`src/rtl/rv32_instr_encoder.sv`:
```
// rtl/rv32_instr_encoder.sv - RV32I instruction word encoder with output FIFO
// Encodes a field bundle into a 32-bit instruction and queues it for fetch/decode.
module rv32_instr_encoder #(
  parameter int DEPTH = 2,
  parameter int CNT_W = 16
) (
  input  logic             clk_i,
  input  logic             rst_i,
  input  logic             valid_i,
  output logic             ready_o,
  input  logic [2:0]       type_sel_i,
  input  logic [4:0]       rd_i,
  input  logic [4:0]       rs1_i,
  input  logic [4:0]       rs2_i,
  input  logic [2:0]       funct3_i,
  input  logic [6:0]       funct7_i,
  input  logic [31:0]      imm_i,
  output logic [31:0]      instr_o,
  output logic             instr_valid_o,
  input  logic             instr_ready_i,
  output logic             err_o,
  output logic [CNT_W-1:0] issued_cnt_o
);

  localparam int AW = $clog2(DEPTH);

  typedef enum logic [2:0] {
    T_R      = 3'd0,
    T_LOAD   = 3'd1,
    T_STORE  = 3'd2,
    T_BRANCH = 3'd3,
    T_I      = 3'd4,
    T_JALR   = 3'd5,
    T_JAL    = 3'd6,
    T_LUI    = 3'd7
  } type_e;

  type_e            type_sel;
  logic [31:0]      word_d;
  logic [31:0]      mem_q [DEPTH];
  logic [AW:0]      wptr_q, wptr_d;
  logic [AW:0]      rptr_q, rptr_d;
  logic             err_q, err_d;
  logic [CNT_W-1:0] cnt_q, cnt_d;
  logic             full, empty, push, pop;

  assign type_sel = type_e'(type_sel_i);

  always_comb begin
    word_d = 32'd0;
    case (type_sel)
      T_R:      word_d = {funct7_i, rs2_i, rs1_i, funct3_i, rd_i, 7'b0110011};
      T_LOAD:   word_d = {imm_i[11:0], rs1_i, funct3_i, rd_i, 7'b0000011};
      T_STORE:  word_d = {imm_i[11:5], rs2_i, rs1_i, funct3_i, imm_i[4:0], 7'b0100011};
      T_BRANCH: word_d = {imm_i[12], imm_i[10:5], rs2_i, rs1_i, funct3_i,
                          imm_i[4:1], imm_i[11], 7'b1100011};
      T_I: begin
        // Shift-immediate forms carry funct7 in the upper bits and a 5-bit shamt.
        if (funct3_i == 3'b001 || funct3_i == 3'b101)
          word_d = {funct7_i, imm_i[4:0], rs1_i, funct3_i, rd_i, 7'b0010011};
        else
          word_d = {imm_i[11:0], rs1_i, funct3_i, rd_i, 7'b0010011};
      end
      T_JALR:   word_d = {imm_i[11:0], rs1_i, 3'b000, rd_i, 7'b1100111};
      T_JAL:    word_d = {imm_i[20], imm_i[10:1], imm_i[11], imm_i[19:12], rd_i, 7'b1101111};
      T_LUI:    word_d = {imm_i[31:12], rd_i, 7'b0110111};
      default:  word_d = 32'd0;
    endcase
  end

  assign full          = (wptr_q[AW] != rptr_q[AW]) && (wptr_q[AW-1:0] == rptr_q[AW-1:0]);
  assign empty         = (wptr_q == rptr_q);
  assign ready_o       = !full && !rst_i;
  assign instr_valid_o = !empty;
  assign instr_o       = empty ? 32'd0 : mem_q[rptr_q[AW-1:0]];
  assign err_o         = err_q;
  assign issued_cnt_o  = cnt_q;

  assign push = valid_i && ready_o;
  assign pop  = instr_valid_o && instr_ready_i;

  always_comb begin
    wptr_d = wptr_q;
    rptr_d = rptr_q;
    cnt_d  = cnt_q;
    err_d  = 1'b0;
    if (push) begin
      wptr_d = wptr_q + (AW+1)'(1);
      err_d  = imm_i[0] && (type_sel == T_BRANCH || type_sel == T_JAL);
    end
    if (pop) begin
      rptr_d = rptr_q + (AW+1)'(1);
      if (cnt_q != {CNT_W{1'b1}})
        cnt_d = cnt_q + CNT_W'(1);
    end
  end

  always_ff @(posedge clk_i or posedge rst_i) begin
    if (rst_i) begin
      wptr_q <= '0;
      rptr_q <= '0;
      err_q  <= 1'b0;
      cnt_q  <= '0;
    end else begin
      wptr_q <= wptr_d;
      rptr_q <= rptr_d;
      err_q  <= err_d;
      cnt_q  <= cnt_d;
    end
  end

  // Storage needs no reset: the head is masked to zero while the pointers say empty.
  always_ff @(posedge clk_i) begin
    if (push)
      mem_q[wptr_q[AW-1:0]] <= word_d;
  end

endmodule

```
`config.mk`:
```
export PLATFORM = sky130hd
export DESIGN_NAME = rv32_instr_encoder
export DESIGN_NICKNAME = d
export VERILOG_FILES = /design/src/rtl/rv32_instr_encoder.sv
export SDC_FILE = /design/constraint.sdc
export NUM_CORES = 1
export LEC_CHECK = 0
export BUFFER_PORTS_ARGS = -buffer_cell sky130_fd_sc_hd__buf_4
export CORE_MARGIN = 1
export CORE_UTILIZATION = 47
export DETAILED_ROUTE_END_ITERATION = 12
export PLACE_DENSITY = 0.77
export SLEW_MARGIN = 20
export SYNTH_ARGS = -nofsm -noshare
export SYNTH_HDL_FRONTEND = slang
export SYNTH_SLANG_ARGS = --single-unit
```
`constraint.sdc`:
```
create_clock -name clk_i -period 2.7 [get_ports clk_i]
set_input_delay 0.405 -clock clk_i [delete_from_list [all_inputs] [get_ports clk_i]]
set_output_delay 0.405 -clock clk_i [all_outputs]
set_load 0.005 [all_outputs]
```
### Word-level counts from Yosys, hierarchy flattened

Memories as Yosys holds them, arrays and structs flattened.
Cells that the tools add are included.
W data, S select, Z words.

| operators by class | value |
|---|---|
| reduce and logical (&&, ||, !) cells | 12 |
| multiplexer cells | 6 |
| div/mod/pow operators | 0 |
| order comparisons | 0 |
| $mul | 0 |
| $add $sub $neg | 3 |
| shifts and indexed selects | 0 |
| bitwise logic cells | 0 |
| equal/unequal tests | 13 |

Operator list:

| kind | count |
|---|---|
| $pmux W32 S8 | 1 |
| $mux W32 | 2 |
| $add A16 B1 Y16 const B | 1 |
| $ne A16 B16 Y1 const B | 1 |
| $eq A3 B3 Y1 const B | 5 |
| $eq A3 B1 Y1 const B | 2 |
| $eq A3 B2 Y1 const B | 2 |
| $logic_and A1 B1 Y1 | 5 |
| $add A2 B1 Y2 const B | 2 |
| $logic_not A1 Y1 | 3 |
| $logic_not A3 Y1 | 1 |
| $mux W1 | 3 |
| $eq A2 B2 Y1 | 1 |
| $logic_or A1 B1 Y1 | 2 |
| $reduce_and A2 Y1 | 1 |
| $eq A1 B1 Y1 | 1 |
| $ne A1 B1 Y1 | 1 |

| storage, ports and cells | value |
|---|---|
| input bits | 64 |
| RAM bits | 64 |
| output and inout port bits | 51 |
| bits in latches | 0 |
| word-level logic and storage cells | 39 |
| register bits | 21 |
| bits in read-only memories | 0 |
| memories kept | 1 |

Memory list:

| memory | depth | bits a word | read ports | clocked after Yosys merged registers in | write ports | RTL line | source |
|---|---|---|---|---|---|---|---|
| mem_q | 2 | 32 | 1 | 0 | 1 | 40 | `logic [31:0] mem_q [DEPTH];` |

### Logic depth before layout (Yosys ltp)

| depth | value |
|---|---|
| word-level depth | 7 |
| mapped depth | 6 |

### Worst setup path after synthesis

OpenSTA, ideal clock, no wires.

| timing path | value |
|---|---|
| kind | flip-flop to flip-flop |
| from | register rptr_q[0] |
| to | memory mem_q[0][10] (enable) |
| setup time | 417 ps |
| stages on the path, launching flop included | 6 |
| data required time | 2,283 ps |
| path buffers | 1 |
| clock period less this slack | 2,690 ps |
| data arrival time | 2,273 ps |
| slack | 10 ps |
| cells stage by stage | dfrtp_1 buf_2 xnor2_1 a21oi_1 nand2_1 nor2_1 |

| between the ends | value |
|---|---|
| word-level cells in the longest chain between the ends | 7 |

Ends and longest elaborated chain:

| what | RTL line | source |
|---|---|---|
| start: declaration | 42 | `logic [AW:0] rptr_q, rptr_d;` |
| start signal: assignment | 106 | `rptr_q <= rptr_d;` |
| $eq A1 B1 Y1 | 71 | `assign full = (wptr_q[AW] != rptr_q[AW]) && (wptr_q[AW-1:0] == rptr_q[AW-1:0]);` |
| $logic_and A1 B1 Y1 | 71 |  |
| $logic_not A1 Y1 | 73 | `assign ready_o = !full && !rst_i;` |
| $logic_and A1 B1 Y1 | 73 |  |
| named net ready_o | 10 | `output logic ready_o,` |
| $logic_and A1 B1 Y1 | 79 | `assign push = valid_i && ready_o;` |
| $mux W1 | 114 | `if (push)` |
| $mux W1 (implied by the code) | 115 | `mem_q[wptr_q[AW-1:0]] <= word_d;` |
| end: declaration | 40 |  |

The timed path passes the listed nets, and every way through them passes these cells.

### Worst setup path after layout

| timing path | value |
|---|---|
| from | register rptr_q[0] |
| to | output instr_o[31] |

| between the ends | value |
|---|---|
| word-level cells in the longest chain between the ends | 2 |

Ends and longest elaborated chain:

| what | RTL line | source |
|---|---|---|
| $mem_v2 Z2 W32 or $eq A2 B2 Y1 (tied branches) | -- |  |
| $mux W32 (*) | 75 | `assign instr_o = empty ? 32'd0 : mem_q[rptr_q[AW-1:0]];` |
| end: declaration | 18 | `output logic [31:0] instr_o,` |

Mark *: on every way between the ends. The rest lies on a longest branch, timed or not.

==> reports/summary.txt <==
Post-synth EDFFs - 60
HPWL Detailed - 6.32 mm
syn_nets - 377
Fin. Hold Viols - 0
post_cts resized - 0
wire length per cell - 16.3 microns
CTS root buf - clkbuf_8
hold buffers post-CTS - 0
layout net count - 491
worst path bufs/invs - 2
Netlist cell types - 43
Max Freq - 438 MHz
pin count of the biggest net entering global routing - 32
outcome - finished clean
Area growth, synth to finish - 28.9%
metal1 wirelength - 3.34 mm
drt first pass iters - 5
die area - 8700 sq um
Cell Area, Placed - 4860 sq um
maximum single-stage delay on the critical path - 0.64 ns
commonest non-fill, non-tap cell in the layout - buf_4
initial drt markers - 243
yosys warns - 0
Post-CTS Setup Inserts - 0
GRT Total Usage - 21.3%
PwrDens - 933 nW/um^2
relative max-transition margin - 45.9%
max_cap viols - 0
Setup crit end kind - output port
# DRC - 0
DRT Wirelength - 8.67 mm
transition time of the tightest slew-check pin - 0.810 ns
final worst-path cycle share - 84.6%
Worst-Skew Late Latency - 0.35 ns
Worst VDD drop - 0.471 mV
critical-path cell list - buf_4, mux2i_1, nor2_1, buf_4
initial antenna violation count - 0
total power - 4710 uW
Filler cells - 622
Setup CP Type - register to output port
leakage power - 0.00226 uW
Final setup viols - 0
CP max stage cell - dfrtp_2
Vias - 2912
sequential fraction of the synthesis area - 59.5%
Post-DRT Antenna Nets - 0
IO Port Bufs - 114
routability cong. - 0.854
RSZ-0062 raised after global routing - no
Max Transition Viols Final - 0
WHS - 0.230 ns
crit path max fanout - 20
Finished Cell Area - 5040 sq um
# clock sinks - 81
crit path DAT - 1.88 ns
Async S/R FF share, synth - 25.9%
maximum clock path buffer count - 2
Period minus WS final - 2.29 ns
first-pass GRT wire length - 13.9 mm
Initial Util - 49.6%
core area - 7890 sq um
TritonCTS Buffers - 9
Vias/cell - 5.46
CTS clock-pin slew for the worst setup and hold paths - 0.08 ns
setup TNS - 0 ns
Startpoint Class - register
aggregate global routing overflow - 0
predominant post-synthesis flop cell - edfxtp_1
WL met3 - 691 microns
FP Rows - 32
cell count after synthesis - 312
most frequent cells in the layout - buf_4 (121), edfxtp_1 (60), nor2_1 (38)
layout cells sized above 1 - 36.2%
vias in the first global route - 2935
Die X - 93.3 microns
htree depth - 3
met2 wire length - 4.45 mm
synthesized area - 3910 sq um
Ant. Diodes - 0
Avg Cell Area, Syn - 12.5 sq um
Clock Skew - 0.0105 ns
CTS tree - yes
HP Class - input pin to async pin
top sig layer - met4
Seq cells post-synth - 81
cell mode on critical path - buf_4
worst path required time - 2.30 ns
die height - 93.3 microns
# IOs - 115
Crit path max-delay family - flip-flops
## cells by family (layout without fill, tap and decap cells)
logic type	after synthesis	count (layout)	synth area share, %
simple gates	108	108	14.4
buf+inv	24	143	3.10
compound gates	37	37	7.16
flops	81	81	59.5
fa+ha+maj	1	1	0.320
xor+xnor	23	23	5.53
mux	38	38	10.0
## power breakdown
part | internal (uW) | leakage, uW | switching, uW | total (uW)
logic | 1070 | 0.00135 | 1020 | 2080
registers | 1610 | 0.000822 | 182 | 1790
clock network | 421 | 0.0000913 | 414 | 836
total | 3090 | 0.00226 | 1610 | 4710
## synth_stat cells (all sizes together) (7+ instances only)
library cell	n	area, sq um
edfxtp	60	1800
a21oi	7	35.0
nor3	7	50.1
nor2	40	150
and3	11	68.8
mux2i	31	310
o22ai	8	50.1
buf	12	76.3
nand2	27	101
dfrtp	21	526
mux2	7	82.6
xor2	19	181
## final cells by class
| cell class | count | area (sq um) | area share, % |
|---|---|---|---|
| timing repair buffer | 121 | 908 | 18.0 |
| clock inverter | 6 | 58.8 | 1.17 |
| tap | 102 | 128 | 2.53 |
| sequential | 81 | 2330 | 46.2 |
| clock buffer | 10 | 128 | 2.53 |
| multi-input combinational | 207 | 1470 | 29.1 |
| inverter | 6 | 22.5 | 0.447 |
## metrics by stage
stage,worst slack (ns),util (%),cells
6_report,0.415,63.9,533
5_1_grt,0.287,63.9,533
4_1_cts,0.384,63.9,533
3_5_place_dp,0.681,61.6,517
3_3_place_gp,0.773,61.6,517
2_1_floorplan,0.00986,-,312
## final timing paths
path | endpoint | slack (ns) | cells past startpoint | startpoint
max | instr_o[31] | 0.41 | 4 | rptr_q[0]
min | issued_cnt_o[13] | 0.23 | 2 | rst_i
max reg2reg | issued_cnt_o[1] | 0.67 | 5 | issued_cnt_o[0]
min reg2reg | issued_cnt_o[15] | 0.50 | 1 | issued_cnt_o[15]
max in group asynchronous | rptr_q[0] | 1.91 | 2 | rst_i
min in group clk_i | mem_q[1][9] | 0.37 | 3 | rd_i[2]
## flip-flops by register name (all words and copies together), names as in the netlist
signal / cells
mem_q: 60
issued_cnt_o: 16
rptr_q: 2
wptr_q: 2
err_o: 1
## per-layer routing
layer	up-vias	GRT usage, %
met5	-	0
met4	0	9.74
met3	15	5.20
met2	136	36.0
met1	1393	25.5
li1	1368	-
Note: power is estimated with default switching activity, not from simulation.
